`config.mk`:
```
export PLATFORM = sky130hd
export DESIGN_NAME = fifo_ctrl
export DESIGN_NICKNAME = d
export VERILOG_FILES = /design/src/rtl/fifo_ctrl.sv
export SDC_FILE = /design/constraint.sdc
export NUM_CORES = 1
export LEC_CHECK = 0
export CAP_MARGIN = 20
export CORE_MARGIN = 2
export CORE_UTILIZATION = 45
export CTS_CLUSTER_SIZE = 30
export DETAILED_ROUTE_END_ITERATION = 8
export PLACE_DENSITY_LB_ADDON = 0.15
export SETUP_SLACK_MARGIN = 0.05
export SLEW_MARGIN = 15
export SYNTH_ARGS = -nofsm -noshare
export SYNTH_HDL_FRONTEND = slang
export SYNTH_SLANG_ARGS = --single-unit
```
`constraint.sdc`:
```
create_clock -name i_clk -period 4 [get_ports i_clk]
set_input_delay 1 -clock i_clk [delete_from_list [all_inputs] [get_ports i_clk]]
set_output_delay 1 -clock i_clk [all_outputs]
set_load 0.03 [all_outputs]
```
`src/rtl/fifo_ctrl.sv`:
```
// Pointer/status controller turning a dual-port register file into a synchronous FIFO.
// Optional sticky overflow/underflow flags are enabled by defining FIFO_CTRL_ERR_EN.
module fifo_ctrl #(
    parameter int ADDR_WIDTH = 4,
    parameter int AF_LEVEL   = 2**ADDR_WIDTH - 2,
    parameter int AE_LEVEL   = 2
) (
    input  logic                  i_clk,
    input  logic                  i_reset,
    input  logic                  i_wr,
    input  logic                  i_rd,
`ifdef FIFO_CTRL_ERR_EN
    input  logic                  i_err_clr,
    output logic                  o_overflow,
    output logic                  o_underflow,
`endif
    output logic                  o_w_en,
    output logic [ADDR_WIDTH-1:0] o_w_addr,
    output logic [ADDR_WIDTH-1:0] o_r_addr,
    output logic                  o_full,
    output logic                  o_empty,
    output logic [ADDR_WIDTH:0]   o_count,
    output logic                  o_almost_full,
    output logic                  o_almost_empty
);

    localparam int                  DEPTH_I = 2**ADDR_WIDTH;
    localparam logic [ADDR_WIDTH:0] DEPTH   = DEPTH_I[ADDR_WIDTH:0];
    localparam logic [ADDR_WIDTH:0] AF_LVL  = AF_LEVEL[ADDR_WIDTH:0];
    localparam logic [ADDR_WIDTH:0] AE_LVL  = AE_LEVEL[ADDR_WIDTH:0];
    localparam logic [ADDR_WIDTH:0] CNT_ONE = {{ADDR_WIDTH{1'b0}}, 1'b1};
    localparam logic [ADDR_WIDTH-1:0] PTR_ONE = {{(ADDR_WIDTH-1){1'b0}}, 1'b1};

    logic                  rd_ok;
    logic                  wr_ok;
    logic [ADDR_WIDTH-1:0] w_ptr;
    logic [ADDR_WIDTH-1:0] r_ptr;
    logic [ADDR_WIDTH:0]   count_next;

    // A pop on full frees the head slot, so a simultaneous push may land there.
    // Reset masks the write strobe so no register-file entry is touched during it.
    always_comb begin
        rd_ok = i_rd & ~o_empty;
        wr_ok = i_wr & (~o_full | i_rd) & ~i_reset;
    end

    always_comb begin
        count_next = o_count;
        case ({wr_ok, rd_ok})
            2'b10:   count_next = o_count + CNT_ONE;
            2'b01:   count_next = o_count - CNT_ONE;
            default: count_next = o_count;
        endcase
    end

    always_ff @(posedge i_clk) begin
        if (i_reset) begin
            w_ptr          <= '0;
            r_ptr          <= '0;
            o_count        <= '0;
            o_full         <= 1'b0;
            o_empty        <= 1'b1;
            o_almost_full  <= 1'b0;
            o_almost_empty <= 1'b1;
        end else begin
            if (wr_ok) w_ptr <= w_ptr + PTR_ONE;
            if (rd_ok) r_ptr <= r_ptr + PTR_ONE;
            o_count        <= count_next;
            o_full         <= (count_next == DEPTH);
            o_empty        <= (count_next == '0);
            o_almost_full  <= (count_next >= AF_LVL);
            o_almost_empty <= (count_next <= AE_LVL);
        end
    end

    always_comb begin
        o_w_en   = wr_ok;
        o_w_addr = w_ptr;
        o_r_addr = r_ptr;
    end

`ifdef FIFO_CTRL_ERR_EN
    // A set event in the same cycle as i_err_clr wins.
    always_ff @(posedge i_clk) begin
        if (i_reset) begin
            o_overflow  <= 1'b0;
            o_underflow <= 1'b0;
        end else begin
            o_overflow  <= (i_wr & ~wr_ok) | (o_overflow  & ~i_err_clr);
            o_underflow <= (i_rd & ~rd_ok) | (o_underflow & ~i_err_clr);
        end
    end
`else
    // Dropped pushes and ignored pops are silent in this build.
`endif

endmodule
```
==> results of run 1 <==
## metrics by stage
stage                     setup slack (ns)   util  instance area, um^2
final                                0.307  0.594                 1140
after global routing                 0.240  0.594                 1140
after CTS                            0.293  0.594                 1140
after detailed placement             0.291  0.579                 1110
after global placement               0.301  0.579                 1110
after floorplan                      0.864      -                  896
## power by group through the flow
stage                Clock, W  Combinational (W)  Sequential (W)
finish              0.0000905           0.000270        0.000232
global route         0.000104           0.000294        0.000238
CTS                 0.0000960           0.000273        0.000232
detailed placement          0           0.000271        0.000235
global placement            0           0.000270        0.000235
floorplan                   0           0.000159        0.000277
## per-layer routing
metal | vias to the layer above | global-route usage | wire (um)
li1 | 370 | - | -
met1 | 335 | 0.175 | 726
met2 | 17 | 0.240 | 752
met3 | 4 | 0.0370 | 65
met4 | 0 | 0.0857 | 36
met5 | - | 0 | 0
## kinds of logic after synthesis
group	Yosys count	share of synthesized area
multiplexers	3	0.0335
adder cells (fa/ha/maj)	5	0.0698
buffers and inverters	12	0.0754
AND/OR/NAND/NOR	34	0.191
flip-flops	17	0.380
XOR/XNOR	10	0.115
AO/OA/AOI/OAI	16	0.135
## worst min-delay path by stage
stage / endpoint / slack, ns / depth (start not counted)
6_report: o_w_addr[3] / 0.51 / 2
5_1_grt: o_w_addr[3] / 0.54 / 2
4_1_cts: o_w_addr[3] / 0.51 / 2
3_5_place_dp: o_w_addr[3] / 0.49 / 2
3_3_place_gp: o_w_addr[3] / 0.48 / 2
2_1_floorplan: o_w_addr[3] / 0.61 / 2
## sequential cells by signal, summed over array words and instances (netlist names)
register / cells
o_r_addr: 4
o_full: 1
o_empty: 1
o_w_addr: 4
o_almost_full: 1
o_count: 5
o_almost_empty: 1
## layout make-up
type,instances,area share
Sequential cell,17,0.298
Clock inverter,1,0.00439
Clock buffer,3,0.0197
Timing Repair Buffer,24,0.204
Multi-Input combinational cell,68,0.428
Tap cell,27,0.0296
Inverter,5,0.0164
## placed cells by master (no fill, tap or decap), drive strengths merged, types with 2 or more instances in the layout
cell type / n
clkdlybuf4s50: 21
nor2: 17
dfxtp: 17
xor2: 6
inv: 5
ha: 5
nor2b: 4
nand2: 4
xnor2: 4
a21oi: 4
mux2i: 3
clkbuf: 3
buf: 3
nand3: 2
a31o: 2
o21ai: 2
## critical path: stages
cell	delay [ns]
clkdlybuf4s50_1	0.46
o21ai_1	0.16
or2_2	0.35
inv_1	0.06
clkdlybuf4s50_1	0.65
==> summary.md, run 1 <==
| Metric | Value |
|---|---|
| RSZ-0062 raised after global routing | `false` |
| FP Rows | `16` |
| Relative slew margins | `0.720` |
| Register-to-Register Path Depth | `11` |
| Postcts setup bufs | `0` |
| Net Sw Frac | `0.394` |
| Yosys cell types | `35` |
| Crit Path Max Fanout | `6` |
| Layout Area Growth over Synthesis | `27.4%` |
| Syn Area/Cell | `9.24 um^2` |
| Worst-skew pair later-pin latency | `between 0.2 and 0.3 ns` |
| Max Clock Skew | `roughly 0.0038 ns` |
| Final cell count without fillers | `roughly 150` |
| Via count | `a little over 700` |
| TritonCTS clock tree | `yes` |
| # diodes | `0` |
| Initial Util | `0.466` |
| Clk pwr share | `0.153` |
| Crit. End Element | `output pin` |
| Final hold vios | `0` |
| Placed cells | `141` |
| Max VDD drop | `between 300 and 400 uV` |
| Worst reg2reg setup slack | `approximately 1.5 ns` |
| Status | `finished clean` |
| Worst EP required | `3.00 ns` |
| # Max-Cap Violations | `0` |
| Gate power share | `0.456` |
| Hold Slack | `roughly 0.51 ns` |
| R2r endpoint | `o_full` |
| Vias in the first global route | `between 600 and 700` |
| Power Internal | `roughly 0.00036 W` |
| First-pass GRT wire length | `2.73 mm` |
| Setup violators final | `0` |
| Final ANT Viol Nets | `0` |
| H-tree Lvls | `1` |
| Startpoint types | `input port` |
| Register area share after synthesis | `0.380` |
| Hold_sp | `o_w_addr[3]` |
| Commonest cells in the netlist | `17 x dfxtp_1, 17 x nor2_1, 5 x ha_1, 5 x inv_1, 5 x xor2_1` |
| Critical Path Start | `i_rd` |
| DIE AREA | `0.00236 mm^2` |
| Routed WL per cell | `10.9 um` |
| RR Startpoint | `o_full` |
| Fill count | `between 150 and 200` |
| Leakage power | `~0.45 nW` |
| CTS max path bufs | `2` |
| Crit Path Class | `in -> out` |
| Largest net degree at the start of global routing | `18` |
| Core ar. | `slightly below 0.002 mm^2` |
| Register area | `around 340 um^2` |
| Actual slew at the worst max-slew pin | `approximately 0.42 ns` |
| DR DRC count | `0` |
| Initial antenna violation count | `0` |
| Drt first-iter violations | `3` |
| Register bit total from synthesis | `17` |
| Pins Over Slew Limit | `0` |
| Ys Warns | `0` |
| Top cell type's share of synthesized area | `0.380` |
| Power, Total | `between 0.0005 and 0.0006 W` |
| Dominant synthesized flop cell | `dfxtp_1` |
| Clk pin slew, worst setup/hold paths | `about 0.10 ns` |
| Nets@finish | `128` |
| Mapped Cells | `just under 100` |
| Fraction of final layout cells sized beyond drive strength 1 | `0.119` |
| Final period util | `0.923` |
| Vias per cell | `approximately 5` |
| DRT Pass-1 Iters | `4` |
| Die W | `48.6 um` |
| Post-synth EDFFs | `0` |
| Worst EP arrival | `between 2 and 3 ns` |
| GR Overflow Total | `0` |
| Switching pwr | `around 0.00023 W` |
| Post_cts resized | `0` |
| Sequential share of power | `0.392` |
| I/O pin count | `22` |
| Inserted Clock Buffers | `3` |
| Synth area leader | `dfxtp_1` |
| Die H | `between 40 and 50 um` |
| Gpl congestion | `0.891` |
| Area of the multi-input gates | `488 um^2` |
| CP Capture Point | `o_w_en` |
| Post-synthesis cell area | `around 900 um^2` |
| Hold WC Path Type | `reg -> reg` |
| Setup_tns | `0 ns` |
| Tmin final | `approximately 3.7 ns` |
| Hold_buf cts | `0` |
| Tot GR Track Use | `0.147` |
| # clock sinks | `17` |
| Syn Nets | `106` |
| Achievable frequency | `approximately 0.27 GHz` |
| Cells taking the most area after synthesis | `dfxtp_1 38%, nor2_1 7.1%, ha_1 7.0%` |
| PD cells | `519 mW/mm^2` |
| Post-synth ARST share | `0` |
| Clk root buf | `clkbuf_4` |
| Wirelength, routed | `roughly 1.6 mm` |
| HPWL Detailed | `1.15 mm` |
| PortBufs | `21` |
Note: power is estimated with default switching activity, not from simulation.
==> run 2, diff against run 1 <==
CTS_CLUSTER_DIAMETER = 60   (was not set)
==> results of run 2 <==
Same layout as run 1: the final DEF is identical, and so are final timing and power.
==> run 3, diff against run 2 <==
CTS_CLUSTER_DIAMETER = 50   (was 60)
==> results of run 3 <==
Same layout as run 1: the final DEF is identical, and so are final timing and power.
